### src/rtl/eth_avalon_txbd_fetch_if.sv
`default_nettype none
// ============================================================================
// Module      : eth_avalon_txbd_fetch_if
// Description : BD RAM port plus TX DMA descriptor/completion channel used by
//               the TX buffer-descriptor scanner. The master is the scanner,
//               the slave is the RAM/DMA side.
// Revision    : 1.0  initial release
// ============================================================================
interface eth_avalon_txbd_fetch_if #(
    parameter int AW = 8
) ();
    // BD RAM port
    logic [AW-1:0] bd_address;
    logic          bd_wren;
    logic [31:0]   bd_wdata;
    logic [31:0]   bd_rdata;

    // Descriptor offer to the TX DMA
    logic          desc_valid;
    logic          desc_ready;
    logic [15:0]   desc_len;
    logic [31:0]   desc_ptr;
    logic [2:0]    desc_flags;

    // Completion from the TX DMA
    logic          done_valid;
    logic [8:0]    done_status;

    modport master (
        output bd_address, bd_wren, bd_wdata,
        input  bd_rdata,
        output desc_valid, desc_len, desc_ptr, desc_flags,
        input  desc_ready,
        input  done_valid, done_status
    );

    modport slave (
        input  bd_address, bd_wren, bd_wdata,
        output bd_rdata,
        input  desc_valid, desc_len, desc_ptr, desc_flags,
        output desc_ready,
        output done_valid, done_status
    );
endinterface
`default_nettype wire

### src/rtl/eth_avalon_txbd_fetch.sv
`default_nettype none
// ============================================================================
// Module      : eth_avalon_txbd_fetch
// Description : TX buffer-descriptor scanner. Walks TX BDs in ring order,
//               reads ctrl/ptr words from the BD RAM, offers ready BDs to the
//               TX DMA, writes completion status back and pulses irq_txb.
// Revision    : 1.0  initial release
// ============================================================================
module eth_avalon_txbd_fetch #(
    parameter int DEPTH       = 128,
    parameter int POLL_CYCLES = 16
) (
    input  logic                    clock,
    input  logic                    reset_n,
    input  logic                    tx_en,
    input  logic [7:0]              tx_bd_num,
    output logic                    irq_txb,
    output logic [6:0]              cur_bd,
    eth_avalon_txbd_fetch_if.master bus
);

    localparam int c_AW        = $clog2(DEPTH - 1) + 1;
    localparam int c_MAX_BD    = DEPTH / 2;
    localparam int c_CW        = (POLL_CYCLES > 1) ? $clog2(POLL_CYCLES) : 1;
    localparam logic [c_CW-1:0] c_POLL_LOAD = c_CW'(POLL_CYCLES - 1);

    localparam logic [3:0] c_IDLE     = 4'd0;
    localparam logic [3:0] c_RD_CTRL  = 4'd1;
    localparam logic [3:0] c_CHK_CTRL = 4'd2;
    localparam logic [3:0] c_RD_PTR   = 4'd3;
    localparam logic [3:0] c_LAT_PTR  = 4'd4;
    localparam logic [3:0] c_OFFER    = 4'd5;
    localparam logic [3:0] c_BUSY     = 4'd6;
    localparam logic [3:0] c_WB       = 4'd7;
    localparam logic [3:0] c_NEXT     = 4'd8;
    localparam logic [3:0] c_POLL     = 4'd9;

    logic [3:0]       r_state;
    logic [6:0]       r_idx;
    logic [c_CW-1:0]  r_poll_cnt;
    logic [c_AW-1:0]  r_bd_address;
    logic             r_bd_wren;
    logic [31:0]      r_bd_wdata;
    logic             r_desc_valid;
    logic [15:0]      r_desc_len;
    logic [31:0]      r_desc_ptr;
    logic [5:0]       r_ctrl_bits;   // ctrl[14:9]: IRQ, WR, PAD, CRC, 2 reserved
    logic             r_irq_txb;

    logic [7:0]       w_bd_num;
    logic [7:0]       w_idx_inc;
    logic [6:0]       w_idx_next;
    logic [c_AW-1:0]  w_ctrl_addr;
    logic [c_AW-1:0]  w_ptr_addr;
    logic [31:0]      w_wb_data;

    // Clamp BD count, compute ring successor, addresses and write-back word
    always_comb begin
        w_bd_num    = (tx_bd_num > 8'(c_MAX_BD)) ? 8'(c_MAX_BD) : tx_bd_num;
        w_idx_inc   = {1'b0, r_idx} + 8'd1;
        // Wrap on WR, on the last BD, or when the count shrank below idx+1
        w_idx_next  = (r_ctrl_bits[4] || (w_idx_inc >= w_bd_num)) ? 7'd0 : (r_idx + 7'd1);
        w_ctrl_addr = c_AW'({r_idx, 1'b0});
        w_ptr_addr  = c_AW'({r_idx, 1'b1});
        // RD cleared, IRQ/WR/PAD/CRC kept, status replaces the low 9 bits
        w_wb_data   = {r_desc_len, 1'b0, r_ctrl_bits, bus.done_status};
    end

    // Scanner state machine with registered RAM and DMA outputs
    always_ff @(posedge clock or negedge reset_n) begin
        if (!reset_n) begin
            r_state      <= c_IDLE;
            r_idx        <= 7'd0;
            r_poll_cnt   <= '0;
            r_bd_address <= '0;
            r_bd_wren    <= 1'b0;
            r_bd_wdata   <= 32'd0;
            r_desc_valid <= 1'b0;
            r_desc_len   <= 16'd0;
            r_desc_ptr   <= 32'd0;
            r_ctrl_bits  <= 6'd0;
            r_irq_txb    <= 1'b0;
        end else begin
            r_bd_wren <= 1'b0;
            r_irq_txb <= 1'b0;
            case (r_state)
                c_IDLE: begin
                    if (tx_en && (w_bd_num != 8'd0)) begin
                        r_state      <= c_RD_CTRL;
                        r_bd_address <= w_ctrl_addr;
                    end
                end
                c_RD_CTRL: begin
                    r_state <= tx_en ? c_CHK_CTRL : c_IDLE;
                end
                c_CHK_CTRL: begin
                    if (!tx_en) begin
                        r_state <= c_IDLE;
                    end else begin
                        r_desc_len  <= bus.bd_rdata[31:16];
                        r_ctrl_bits <= bus.bd_rdata[14:9];
                        if (bus.bd_rdata[15]) begin
                            r_state      <= c_RD_PTR;
                            r_bd_address <= w_ptr_addr;
                        end else begin
                            r_state    <= c_POLL;
                            r_poll_cnt <= c_POLL_LOAD;
                        end
                    end
                end
                c_RD_PTR: begin
                    r_state <= tx_en ? c_LAT_PTR : c_IDLE;
                end
                c_LAT_PTR: begin
                    if (!tx_en) begin
                        r_state <= c_IDLE;
                    end else begin
                        r_desc_ptr   <= bus.bd_rdata;
                        r_desc_valid <= 1'b1;
                        r_state      <= c_OFFER;
                    end
                end
                c_OFFER: begin
                    // A handshake completing in the same cycle as tx_en
                    // falling has already transferred the BD, so it wins
                    if (bus.desc_ready) begin
                        r_desc_valid <= 1'b0;
                        r_state      <= c_BUSY;
                    end else if (!tx_en) begin
                        r_desc_valid <= 1'b0;
                        r_state      <= c_IDLE;
                    end
                end
                c_BUSY: begin
                    if (bus.done_valid) begin
                        r_bd_wren    <= 1'b1;
                        r_bd_address <= w_ctrl_addr;
                        r_bd_wdata   <= w_wb_data;
                        r_irq_txb    <= r_ctrl_bits[5];
                        r_state      <= c_WB;
                    end
                end
                c_WB: begin
                    r_state <= c_NEXT;
                end
                c_NEXT: begin
                    r_idx <= w_idx_next;
                    if (tx_en && (w_bd_num != 8'd0)) begin
                        r_state      <= c_RD_CTRL;
                        r_bd_address <= c_AW'({w_idx_next, 1'b0});
                    end else begin
                        r_state <= c_IDLE;
                    end
                end
                c_POLL: begin
                    if (!tx_en) begin
                        r_state <= c_IDLE;
                    end else if (r_poll_cnt == '0) begin
                        r_state      <= c_RD_CTRL;
                        r_bd_address <= w_ctrl_addr;
                    end else begin
                        r_poll_cnt <= r_poll_cnt - c_CW'(1);
                    end
                end
                default: begin
                    r_state <= c_IDLE;
                end
            endcase
        end
    end

    assign bus.bd_address  = r_bd_address;
    assign bus.bd_wren     = r_bd_wren;
    assign bus.bd_wdata    = r_bd_wdata;
    assign bus.desc_valid  = r_desc_valid;
    assign bus.desc_len    = r_desc_len;
    assign bus.desc_ptr    = r_desc_ptr;
    assign bus.desc_flags  = {r_ctrl_bits[3], r_ctrl_bits[2], r_ctrl_bits[5]};
    assign irq_txb         = r_irq_txb;
    assign cur_bd          = r_idx;

endmodule
`default_nettype wire

### src/flat_wrapper.sv
// flat-port wrapper written by rule: the top's interface ports become plain ports
module eth_avalon_txbd_fetch_flat 
#(
    parameter int DEPTH       = 128,
    parameter int POLL_CYCLES = 16
)
  (clock, reset_n, tx_en, tx_bd_num, irq_txb, cur_bd, bus_bd_address, bus_bd_wren, bus_bd_wdata, bus_bd_rdata, bus_desc_valid, bus_desc_len, bus_desc_ptr, bus_desc_flags, bus_desc_ready, bus_done_valid, bus_done_status);
  eth_avalon_txbd_fetch_if #(.AW((8))) bus_i ();
  input  logic clock;
  input  logic reset_n;
  input  logic tx_en;
  input  logic [7:0] tx_bd_num;
  output logic irq_txb;
  output logic [6:0] cur_bd;
  output wire logic [$bits(bus_i.bd_address)-1:0] bus_bd_address;
  output wire logic [$bits(bus_i.bd_wren)-1:0] bus_bd_wren;
  output wire logic [$bits(bus_i.bd_wdata)-1:0] bus_bd_wdata;
  input wire logic [$bits(bus_i.bd_rdata)-1:0] bus_bd_rdata;
  output wire logic [$bits(bus_i.desc_valid)-1:0] bus_desc_valid;
  output wire logic [$bits(bus_i.desc_len)-1:0] bus_desc_len;
  output wire logic [$bits(bus_i.desc_ptr)-1:0] bus_desc_ptr;
  output wire logic [$bits(bus_i.desc_flags)-1:0] bus_desc_flags;
  input wire logic [$bits(bus_i.desc_ready)-1:0] bus_desc_ready;
  input wire logic [$bits(bus_i.done_valid)-1:0] bus_done_valid;
  input wire logic [$bits(bus_i.done_status)-1:0] bus_done_status;
  assign bus_bd_address = bus_i.bd_address;
  assign bus_bd_wren = bus_i.bd_wren;
  assign bus_bd_wdata = bus_i.bd_wdata;
  assign bus_i.bd_rdata = bus_bd_rdata;
  assign bus_desc_valid = bus_i.desc_valid;
  assign bus_desc_len = bus_i.desc_len;
  assign bus_desc_ptr = bus_i.desc_ptr;
  assign bus_desc_flags = bus_i.desc_flags;
  assign bus_i.desc_ready = bus_desc_ready;
  assign bus_i.done_valid = bus_done_valid;
  assign bus_i.done_status = bus_done_status;
  eth_avalon_txbd_fetch #(.DEPTH(DEPTH), .POLL_CYCLES(POLL_CYCLES)) u_core (.clock(clock), .reset_n(reset_n), .tx_en(tx_en), .tx_bd_num(tx_bd_num), .irq_txb(irq_txb), .cur_bd(cur_bd), .bus(bus_i));
endmodule
### config.mk
export PLATFORM = sky130hd
export DESIGN_NAME = eth_avalon_txbd_fetch_flat
export DESIGN_NICKNAME = d
export VERILOG_FILES = /design/src/rtl/eth_avalon_txbd_fetch_if.sv /design/src/rtl/eth_avalon_txbd_fetch.sv /design/src/flat_wrapper.sv
export SDC_FILE = /design/constraint.sdc
export NUM_CORES = 1
export LEC_CHECK = 0
export BUFFER_PORTS_ARGS = -buffer_cell sky130_fd_sc_hd__buf_2
export CORE_MARGIN = 8
export CORE_UTILIZATION = 45
export CTS_CLUSTER_SIZE = 28
export DETAILED_ROUTE_END_ITERATION = 10
export PLACE_DENSITY_LB_ADDON = 0.1
export RECOVER_POWER = 50
export SKIP_CTS_REPAIR_TIMING = 1
export SLEW_MARGIN = 20
export SYNTH_ARGS = -nofsm -noshare
export SYNTH_HDL_FRONTEND = slang
export SYNTH_SLANG_ARGS = --single-unit
### constraint.sdc
create_clock -name clock -period 2.7 [get_ports clock]
set_input_delay 0.54 -clock clock [delete_from_list [all_inputs] [get_ports clock]]
set_output_delay 0.54 -clock clock [all_outputs]
set_load 0.01 [all_outputs]
* Word level (Yosys, flattened, before mapping)
Cells that the tools add are included.
** Operators by class
- $add $sub $neg :: 3
- Magnitude comparators :: 2
- Equality and inequality tests :: 21
- Mux-type cells :: 36
- Reduce and logical (&&, ||, !) cells :: 15
** Operators with widths (count)
- $mux 8 :: 8
- $mux 4 :: 12
- $pmux 4 s10 :: 1
- $pmux 8 s5 :: 1
- $eq 4x3->1 const B :: 4
- $ne 2x2->1 const B :: 7
- $add 7x1->8 const B :: 1
- $eq 4x2->1 const B :: 2
- $eq 4x4->1 const B :: 2
- $ge 8x8->1 :: 1
- $gt 8x7->1 const B :: 1
- $logic_not 4->1 :: 2
- $mux 1 :: 8
- $pmux 4 s2 :: 1
- $reduce_and 8->1 :: 1
- $reduce_bool 8->1 :: 1
- $add 7x1->7 const B :: 1
- $mux 7 :: 1
- $mux 3 :: 2
- $ne 2x1->1 const B :: 3
- $reduce_and 2->1 :: 3
- $reduce_and 5->1 :: 1
- $reduce_bool 5->1 :: 1
- $eq 4x1->1 const B :: 1
- other kinds (10) :: 11
** Storage, ports and cells
- Bits in registers :: 111
- Input bits :: 54

* Longest topological paths before layout
Gate-level depths: netlist of the first run.
- Depth after elaboration :: 7
- Gate-level depth with buffers :: 10
- Depth with buffers taken out :: 10

* Least setup slack after synthesis of the first run
No wires, ideal clock.
- Kind :: input port to flip-flop
- From :: input tx_bd_num[7]
- To :: register u_core.r_bd_address[2] (netlist: u_core.bus.bd_address[2])
- Library setup time :: 0.065 ns
- Arrival :: 2.463 ns
- Setup slack :: 0.172 ns
- Stages :: 9
- Buffers on the path :: 0
- Path through :: nor2_1 -> nand2_1 -> ha_1 -> a211oi_1 -> o21ai_1 -> a2111oi_4 -> nand2_1 -> o21ai_0 -> mux2_4
** Between the ends
- Word-level cells in the longest chain between the ends :: 7
- Elaborated cells on any way between the ends :: 12
- Classes of those cells :: 2 x order compare; 2 x eq/ne; 4 x mux; 4 x reduce/logical
** RTL lines
- start, declared :: RTL line flat_wrapper.sv:12 : input logic [7:0] tx_bd_num;
- $gt 8x7->1 :: RTL line eth_avalon_txbd_fetch.sv:59 : w_bd_num = (tx_bd_num > 8'(c_MAX_BD)) ? 8'(c_MAX_BD) : tx_bd_num;
- $mux 8 (*) :: RTL line eth_avalon_txbd_fetch.sv:59
- $ge 8x8->1 :: RTL line eth_avalon_txbd_fetch.sv:62 : w_idx_next = (r_ctrl_bits[4] || (w_idx_inc >= w_bd_num)) ? 7'd0 : (r_idx + 7'd1);
- $logic_or 1x1->1 :: RTL line eth_avalon_txbd_fetch.sv:62
- $mux 7 :: RTL line eth_avalon_txbd_fetch.sv:62
- $mux 8 :: RTL line eth_avalon_txbd_fetch.sv:148 : if (tx_en && (w_bd_num != 8'd0)) begin
- $pmux 8 s5 :: RTL line eth_avalon_txbd_fetch.sv:86 : case (r_state)
- end signal, assigned :: RTL line eth_avalon_txbd_fetch.sv:90 : r_bd_address <= w_ctrl_addr;
- end signal, assigned :: RTL line eth_avalon_txbd_fetch.sv:150 : r_bd_address <= c_AW'({w_idx_next, 1'b0});
- end signal, assigned :: RTL line eth_avalon_txbd_fetch.sv:160 : r_bd_address <= w_ctrl_addr;
- end, declared :: RTL line eth_avalon_txbd_fetch.sv:41 : logic [c_AW-1:0] r_bd_address;
Every way passes the cells marked *; elsewhere a longest branch is shown, timed or not. The select of a mux whose other input is x is not followed.
A chain may end at the register's enable or synchronous reset.

* Worst setup path after layout of the first run
- From :: register u_core.r_idx[1] (netlist: u_core.cur_bd[1])
- To :: register u_core.r_bd_address[3] (netlist: u_core.bus.bd_address[3])
** Between the ends
- Word-level cells in the longest chain between the ends :: 6
- Elaborated cells on any way between the ends :: 7
- Classes of those cells :: 2 x add/sub; 1 x order compare; 3 x mux; 1 x reduce/logical
** RTL lines
- start, declared :: RTL line eth_avalon_txbd_fetch.sv:39 : logic [6:0] r_idx;
- start signal, assigned :: RTL line eth_avalon_txbd_fetch.sv:147 : r_idx <= w_idx_next;
- $add 7x1->8 :: RTL line eth_avalon_txbd_fetch.sv:60 : w_idx_inc = {1'b0, r_idx} + 8'd1;
- $ge 8x8->1 :: RTL line eth_avalon_txbd_fetch.sv:62
- $logic_or 1x1->1 :: RTL line eth_avalon_txbd_fetch.sv:62
- $mux 7 (*) :: RTL line eth_avalon_txbd_fetch.sv:62
- $mux 8 (*) :: RTL line eth_avalon_txbd_fetch.sv:148
- $pmux 8 s5 (*) :: RTL line eth_avalon_txbd_fetch.sv:86
Marks and branches as above.

==> impl_metrics.json, run 1 <==
{
  "path_cells": "ha_2 -> nand3_1 -> xnor2_1 -> ha_1 -> nand4_1 -> nor2_2 -> a2111oi_4 -> buf_4 -> a21o_1 -> a21o_1 -> mux2_4",
  "clock-root-buffer": "clkbuf_8",
  "clk_pin_slew_worst_paths_ns": 0.11,
  "place_hpwl_um": 8690,
  "grt_max_degree": 80,
  "p_switching_mw": 2.55,
  "grt_pass1_vias": 3729,
  "critical_path_peak_fanout": 5,
  "clockBufferDepth": 2,
  "fin_util": 0.560,
  "final_layout_size_suffix_gt1_frac": 0.353,
  "crit_path_max_incr_delay_ns": 0.44,
  "min_period_ns": 2.59,
  "via_per_inst": 4.94,
  "crit_family": "adder cells",
  "maxSlewViolCount": 34,
  "violations": "max-capacitance violations, max-slew violations",
  "wl_met1_um": 4840,
  "hold_viol_final": 0,
  "yosysWarnings": 0,
  "wl_met2_um": 5740,
  "die_y_um": 120,
  "fin_total_pwr_mw": 6.71,
  "overflow": 0,
  "outcome": "finished with violations",
  "multiInputGateArea_mm2": 0.00196,
  "die_w_um": 120,
  "fmax_mhz": 385,
  "cp_common_cell": "a21o_1",
  "synth-seq-cells": 111,
  "r2r_setup_slack_ns": 0.11,
  "tightest_slew_ns": 1.74,
  "start_kind": "flop",
  "arrival_ns": 2.86,
  "fin_crit_sh": 0.961,
  "drc_errors": 0,
  "postRouteAntennaNets": 0,
  "place_congestion": 0.811,
  "met3_length_um": 985,
  "dr.pass1.iters": 4,
  "drtIter0Drc": 210,
  "synthCells": 424,
  "htreeDepth": 3,
  "hold_slack_ns": 0.340,
  "grt_pass1_wl_um": 19400,
  "max_cap_violations": 1,
  "ys_seq_area_frac": 0.574,
  "ir_worst_vdd_mv": 0.688,
  "finalClockSkew_ns": 0.0149,
  "highest_layer": "met4",
  "synth_nets": 488,
  "coreArea_mm2": 0.0107,
  "yosys-top-cells-area": "dfrtp_1 57%, mux2_2 12%, nand2_1 8.7%",
  "synth_cell_types": 44,
  "p_sw_frac": 0.380,
  "port_buffers": 153,
  "p_comb_frac": 0.419,
  "antenna_found_initial": 0,
  "synthArstFlopShare": 1.00,
  "pin_count": 155,
  "cp.required_ns": 2.96,
  "wirelength_um": 11700,
  "clkSinkCount": 111,
  "wl_per_cell_um": 16.1,
  "p_int_mw": 4.16,
  "final.fill_count": 1014,
  "vias": 3591,
  "cts_tree": "yes",
  "die_area_mm2": 0.0143,
  "synth_edf_count": 0,
  "num_rows": 38,
  "cp_num_buf_inv": 1,
  "avgSynthCellArea_um2": 11.4,
  "nets": 645,
  "setup_viol_count_final": 0,
  "cp-end-kind": "flop",
  "initial_core_util": 0.454,
  "clock_latency_ns": 0.38,
  "ff_latch_area_mm2": 0.00278,
  "cts_buffers": 9,
  "slew-limit-headroom": -0.163,
  "p_leak_nw": 2.98,
  "synth_top_area_share": 0.574,
  "min_path_type": "in2reg",
  "yosys.area.top_type": "dfrtp_1",
  "ys.flop_type": "dfrtp_1",
  "fin_tns_setup_ns": 0,
  "cp_slowest_cell": "dfrtp_1",
  "gr-usage-all-layers": 0.169,
  "area_delta_synth_final_pct": 23.4,
  "syn_area_mm2": 0.00484,
  "sequentialPowerShare": 0.432,
  "p_clk_frac": 0.149,
  "path_class": "reg2reg",
  "powerDensity_mw_per_mm2": 1120
}
## worst min-delay path, cell delays in order
cell and delay (ns):
buf_2 0.07, nand2_1 0.04, nand2_1 0.05
## power groups by stage
stage / logic [mW] / clock network (mW) / registers [mW]
after global placement: 2.80 / 0 / 2.89
after floorplan: 1.48 / 0 / 3.13
after CTS: 2.86 / 1.05 / 2.89
final: 2.81 / 0.999 / 2.90
after detailed placement: 2.86 / 0 / 2.92
after global routing: 3.13 / 1.11 / 3.01
## stage by stage
| stage | cells | instance area [um2] | setup WS, ns |
|---|---|---|---|
| 2_1_floorplan | 424 | 4840 | 0.172 |
| 3_3_place_gp | 705 | 5780 | 0.0792 |
| 3_5_place_dp | 705 | 5780 | -0.0726 |
| 4_1_cts | 721 | 5980 | -0.0139 |
| 5_1_grt | 726 | 5970 | -0.0545 |
| 6_report | 727 | 5970 | 0.106 |
## kinds of logic after synthesis
family,synth area share
muxes,0.155
adders and majority gates,0.0259
AOI/OAI and AO/OA,0.0561
xor gates and xnor gates,0.0145
buffers and inverters,0.0274
other,0.00155
and+or+nand+nor,0.145
DFF,0.574
## state kept, by name (all words and copies together), names as in the netlist
register and count:
u_core.r_state 4, u_core.bus.bd_wren 1, u_core.irq_txb 1, u_core.bus.bd_wdata 31, u_core.cur_bd 7, u_core.bus.desc_valid 1
u_core.bus.desc_ptr 32, u_core.bus.bd_address 8, u_core.bus.desc_len 16, u_core.r_poll_cnt 4, u_core.r_ctrl_bits 6
## cell usage in the layout (no fill, tap or decap), types with 7 or more instances in the layout
cell	Yosys	layout
buf_2	7	104
a21oi_1	9	9
clkbuf_1	11	49
nor3_1	7	7
nor2_1	15	14
clkbuf_8	0	11
dfrtp_1	111	111
nand2_1	112	112
buf_4	4	15
mux2_4	8	8
mux2_2	53	53
nand3_1	7	7
o21ai_0	10	9
ha_1	10	9
## area by class of cell
type | count | area share
Sequential cell | 111 | 0.465
Multi-Input combinational cell | 284 | 0.328
Timing Repair Buffer | 169 | 0.139
Tap cell | 140 | 0.0294
Clock buffer | 11 | 0.0254
Clock inverter | 5 | 0.00881
Inverter | 6 | 0.00377
Antenna cell | 1 | 0.000419
## layer usage
metal  GRT usage  vias up
li1            -     1749
met1       0.196     1736
met2       0.276       95
met3      0.0784       11
met4      0.0476        0
met5           0        -
## cells in the mapped netlist, types with 4 or more instances
library cell / n
o21ai_0: 10
nor3_1: 7
nor2_1: 15
clkbuf_1: 11
mux2_2: 53
xor2_1: 5
buf_4: 4
and3_1: 4
dfrtp_1: 111
mux2_4: 8
nand3_1: 7
buf_2: 7
a21o_1: 4
a21oi_1: 9
inv_1: 6
ha_1: 10
nand2_1: 112
## final timing paths
path | start | end | depth (start not counted)
worst max-delay path | u_core.cur_bd[1]$_DFFE_PN0P_ | u_core.bus.bd_address[3]$_DFFE_PN0P_ | 11
worst min-delay path | bus_done_status[0] | u_core.bus.bd_wdata[0]$_DFFE_PN0P_ | 3
worst max register to register | u_core.cur_bd[1]$_DFFE_PN0P_ | u_core.bus.bd_address[3]$_DFFE_PN0P_ | 11
worst min register to register | u_core.r_ctrl_bits[1]$_DFFE_PN0P_ | u_core.bus.bd_wdata[10]$_DFFE_PN0P_ | 2
max in group asynchronous | reset_n | u_core.bus.bd_wdata[13]$_DFFE_PN0P_ | 2
min in group asynchronous | reset_n | u_core.bus.desc_ptr[27]$_DFFE_PN0P_ | 1
No activity file was read; power rests on OpenSTA's default activity.
==> run 2, diff against run 1 <==
--- a/config.mk
+++ b/config.mk
@@ -12,6 +12,7 @@
 export DETAILED_ROUTE_END_ITERATION = 10
 export PLACE_DENSITY_LB_ADDON = 0.1
 export RECOVER_POWER = 50
+export SETUP_SLACK_MARGIN = 0.4
 export SKIP_CTS_REPAIR_TIMING = 1
 export SLEW_MARGIN = 20
 export SYNTH_ARGS = -nofsm -noshare
==> run 2 against run 1 <==
The flow now finishes without violations. Clock-buffer cell count fell by 1. Cell area rose by 1.2%. Global-route usage fell by 0.59 points. Critical endpoint is now u_core.bus.bd_address[5]$_DFFE_PN0P_. Highest routed layer unchanged.
==> impl_metrics.json, run 2 (synthesis results as in run 1) <==
{
  "outcome": "finished, final reports clean",
  "nets": 651,
  "start_kind": "flop",
  "slew-limit-headroom": 0.265,
  "initial_core_util": 0.454,
  "grt_pass1_wl_um": 19100,
  "tightest_slew_ns": 1.10,
  "htreeDepth": 3,
  "maxSlewViolCount": 0,
  "n_antenna_cell": 0,
  "die_area_mm2": 0.0143,
  "coreArea_mm2": 0.0107,
  "setup_viol_count_final": 0,
  "clockBufferDepth": 2,
  "cts_buffers": 9,
  "clk_pin_slew_worst_paths_ns": 0.10,
  "finalClockSkew_ns": 0.00988,
  "area_delta_synth_final_pct": 24.9,
  "clock_latency_ns": 0.36,
  "final_cell_mix": "111 x nand2_1, 106 x dfrtp_1, 103 x buf_2",
  "grt_pass1_vias": 3772,
  "fmax_mhz": 388,
  "hold_viol_final": 0,
  "gr-usage-all-layers": 0.163,
  "path_class": "reg2reg",
  "die_y_um": 120,
  "dr.pass1.iters": 4,
  "fin_crit_sh": 0.955,
  "p_switching_mw": 2.56,
  "antenna_found_initial": 0,
  "sequentialPowerShare": 0.431,
  "pin_count": 155,
  "min_path_type": "in2async",
  "port_buffers": 153,
  "min_period_ns": 2.58,
  "overflow": 0,
  "p_leak_nw": 3.00,
  "max_cap_violations": 0,
  "critical_path_peak_fanout": 6,
  "post-place-ws_ns": 0.0646,
  "clkSinkCount": 111,
  "vias": 3613,
  "postRouteAntennaNets": 0,
  "final_layout_size_suffix_gt1_frac": 0.384,
  "die_w_um": 120,
  "cp-end-kind": "flop",
  "ir_worst_vdd_mv": 0.457,
  "rsz0062_at_grt": "true",
  "grt_max_degree": 46,
  "num_rows": 38,
  "cp.required_ns": 3.00,
  "place_congestion": 0.845,
  "p_sw_frac": 0.379,
  "via_per_inst": 4.94,
  "largest_reg_flops": 32,
  "final_common_cell": "nand2_1",
  "p_clk_frac": 0.136,
  "powerDensity_mw_per_mm2": 1120,
  "clock-root-buffer": "clkbuf_8",
  "drc_errors": 0,
  "fin_tns_setup_ns": 0,
  "r2r_setup_slack_ns": 0.12,
  "p_comb_frac": 0.433,
  "wl_per_cell_um": 16.0,
  "drtIter0Drc": 175,
  "place_hpwl_um": 8620,
  "cts_tree": "yes",
  "wirelength_um": 11700,
  "p_int_mw": 4.20,
  "arrival_ns": 2.88,
  "setup_slack_ns": 0.121
}
==> run 2: path summary, 6_finish.rpt <==
kind                                               startpoint                                    to  depth (start not counted)
max                              u_core.cur_bd[2]$_DFFE_PN0P_  u_core.bus.bd_address[5]$_DFFE_PN0P_                         11
min                                                   reset_n   u_core.bus.desc_ptr[15]$_DFFE_PN0P_                          1
max reg2reg                      u_core.cur_bd[2]$_DFFE_PN0P_  u_core.bus.bd_address[5]$_DFFE_PN0P_                         11
min reg2reg                u_core.bus.bd_wdata[4]$_DFFE_PN0P_    u_core.bus.bd_wdata[4]$_DFFE_PN0P_                          2
max in group asynchronous                             reset_n   u_core.bus.bd_wdata[28]$_DFFE_PN0P_                          2
min in group clock                         bus_done_status[1]    u_core.bus.bd_wdata[1]$_DFFE_PN0P_                          3
==> run 2: area by class of cell <==
cell class,instances,area (um2)
tap,140,175
fill,984,4610
sequential,111,2780
clock buffer,10,138
timing repair buffer,175,861
clock inverter,5,41.3
multi-input combinational,284,2020
inverter,6,22.5
==> run 2: critical path: stages, from the launching register on <==
cell and delay, ns:
dfrtp_2 0.45, and3_4 0.19, and3_4 0.19, xor2_2 0.14, ha_1 0.33, a211oi_2 0.20
nor2_2 0.09, a2111oi_4 0.35, buf_4 0.21, nand2_1 0.07, o21ai_2 0.15, mux2_4 0.17
==> run 2: power groups by stage <==
stage	Clock (mW)	Sequential [mW]	Combinational (mW)
global route	1.01	3.02	3.24
CTS	0.956	2.92	2.85
floorplan	0	3.15	1.52
detailed placement	0	2.94	2.84
global placement	0	2.91	2.80
finish	0.917	2.91	2.93
==> run 2: per-stage QoR <==
step	area [um2]	total power [mW]	util	cells	hold WS [ns]
floorplan	4870	4.66	-	424	0.244
global route	6040	7.28	0.567	731	0.357
detailed placement	5800	5.79	0.544	703	0.458
global placement	5800	5.70	0.544	703	0.453
finish	6040	6.76	0.567	731	0.334
CTS	5980	6.73	0.561	718	0.163
==> run 2: routing by layer <==
metal / GRT usage / vias up / part of all wire
met5: 0 / - / 0
met4: 0.0492 / 0 / 0.010
met3: 0.0611 / 9 / 0.087
met2: 0.266 / 106 / 0.48
met1: 0.197 / 1745 / 0.42
li1: - / 1753 / -
==> run 3, diff against run 2 <==
--- a/config.mk
+++ b/config.mk
@@ -11,7 +11,7 @@
 export CTS_CLUSTER_SIZE = 28
 export DETAILED_ROUTE_END_ITERATION = 10
 export PLACE_DENSITY_LB_ADDON = 0.1
-export RECOVER_POWER = 50
+export RECOVER_POWER = 100
 export SETUP_SLACK_MARGIN = 0.4
 export SKIP_CTS_REPAIR_TIMING = 1
 export SLEW_MARGIN = 20
==> run 3 against run 2 <==
Final cell count stayed put. Global-route usage stayed put. Register-to-register slack worse by 0.02 ns. Clock power hardly changed. Critical path depth stayed put. Wire length is 0.33% higher. Die area stayed put. Maximum frequency is 0.77% lower. Flip-flop and latch count stayed put. Clock skew hardly changed. Via count is 0.11% lower. Total power is 1.6% lower. Critical path type unchanged.
==> impl_metrics.json, run 3 (synthesis results as in run 1) <==
{
  "clk_pin_slew_worst_paths_ns": 0.09,
  "overflow": 0,
  "fmax_mhz": 385,
  "pin_count": 155,
  "port_buffers": 153,
  "rsz0062_at_grt": "true",
  "fin_tns_setup_ns": 0,
  "rr_startpoint": "u_core.cur_bd[0]$_DFFE_PN0P_",
  "min_path_type": "in2async",
  "num_rows": 38,
  "postRouteAntennaNets": 0,
  "reg2reg_depth": 11,
  "place_hpwl_um": 8620,
  "final_area_mm2": 0.00594,
  "cp_slowest_cell": "dfrtp_1",
  "coreArea_mm2": 0.0107,
  "arrival_ns": 2.90,
  "path_class": "reg2reg",
  "initial_core_util": 0.454,
  "wl_per_cell_um": 16.0,
  "vias": 3609,
  "place_congestion": 0.845,
  "die_w_um": 120,
  "outcome": "finished, final reports clean",
  "htreeDepth": 3,
  "finalClockSkew_ns": 0.0101,
  "antenna_found_initial": 0,
  "cp-end-kind": "flop",
  "final_layout_size_suffix_gt1_frac": 0.291,
  "crit_start": "u_core.cur_bd[0]$_DFFE_PN0P_",
  "final_common_cell": "nand2_1",
  "drtIter0Drc": 183,
  "via_per_inst": 4.94,
  "drc_errors": 0,
  "gr-usage-all-layers": 0.163,
  "n_antenna_cell": 0,
  "maxSlewViolCount": 0,
  "final.fill_count": 1011,
  "cts_tree": "yes",
  "area_delta_synth_final_pct": 22.8,
  "clockBufferDepth": 2,
  "cts_buffers": 9,
  "cp.required_ns": 3.00,
  "fin_crit_sh": 0.963,
  "p_leak_nw": 2.82,
  "fin_util": 0.558,
  "wirelength_um": 11700,
  "path_cells": "ha_4 -> nand3_1 -> xnor2_2 -> ha_1 -> o21ai_0 -> nor2_2 -> a2111oi_4 -> buf_4 -> nand2_1 -> o21ai_2 -> mux2_4",
  "clock-root-buffer": "clkbuf_8",
  "nets": 651,
  "dr.pass1.iters": 4,
  "hold_viol_final": 0,
  "grt_pass1_wl_um": 19100,
  "die_y_um": 120,
  "fin_total_pwr_mw": 6.65,
  "slew-limit-headroom": 0.265,
  "clkSinkCount": 111,
  "tightest_slew_ns": 1.10,
  "placed_area_mm2": 0.00580,
  "max_cap_violations": 0,
  "powerDensity_mw_per_mm2": 1120,
  "setup_viol_count_final": 0,
  "final_cell_mix": "111 x nand2_1, 108 x dfrtp_1, 101 x clkbuf_1",
  "grt_pass1_vias": 3772,
  "critical_path_peak_fanout": 6,
  "largest_reg_flops": 32,
  "clock_latency_ns": 0.36,
  "grt_max_degree": 46,
  "start_kind": "flop",
  "crit_path_max_incr_delay_ns": 0.48,
  "ir_worst_vdd_mv": 0.441,
  "min_period_ns": 2.60,
  "die_area_mm2": 0.0143
}
-- run 3: report_power, final --
part / internal [mW] / switching, mW
Sequential: 2.38 / 0.533
Clock: 0.365 / 0.552
Combinational: 1.34 / 1.48
-- run 3: critical path: cells and delay by family (launching register included) --
family                   cells  cell delay, ns
buffers and inverters        1            0.21
multiplexers                 1            0.17
adder cells (fa/ha/maj)      2            0.50
flip-flops                   1            0.48
AO/OA/AOI/OAI                3            0.71
AND/OR/NAND/NOR              3            0.29
XOR/XNOR                     1            0.19
-- run 3: path summary, 6_finish.rpt --
check,endpoint,slack (ns)
max,u_core.bus.bd_address[5]$_DFFE_PN0P_,0.10
min,u_core.bus.desc_ptr[15]$_DFFE_PN0P_,0.33
max reg2reg,u_core.bus.bd_address[5]$_DFFE_PN0P_,0.10
min reg2reg,u_core.bus.bd_wdata[4]$_DFFE_PN0P_,0.48
max in group asynchronous,u_core.bus.bd_wdata[28]$_DFFE_PN0P_,0.73
min in group clock,u_core.bus.bd_wdata[1]$_DFFE_PN0P_,0.36
-- run 3: layout make-up --
class / instances / area, um2 / area share
Inverter: 6 / 22.5 / 0.00379
Clock inverter: 5 / 41.3 / 0.00695
Sequential cell: 111 / 2780 / 0.468
Tap cell: 140 / 175 / 0.0295
Multi-Input combinational cell: 284 / 2000 / 0.337
Timing Repair Buffer: 175 / 782 / 0.132
Clock buffer: 10 / 138 / 0.0232
-- run 3: through the flow --
| stage | setup slack (ns) | instances | hold WS [ns] |
|---|---|---|---|
| detailed placement | 0.0646 | 703 | 0.458 |
| CTS | 0.152 | 718 | 0.163 |
| global route | -0.0185 | 731 | 0.357 |
| floorplan | 0.376 | 424 | 0.244 |
| finish | 0.101 | 731 | 0.334 |
| global placement | 0.107 | 703 | 0.453 |
-- run 3: layer usage --
metal / up-vias / wire length, um / GRT usage
met1: 1738 / 4990 / 0.197
met5: - / 0 / 0
met4: 0 / 123 / 0.0492
met2: 107 / 5610 / 0.266
met3: 9 / 1000 / 0.0611
li1: 1755 / - / -
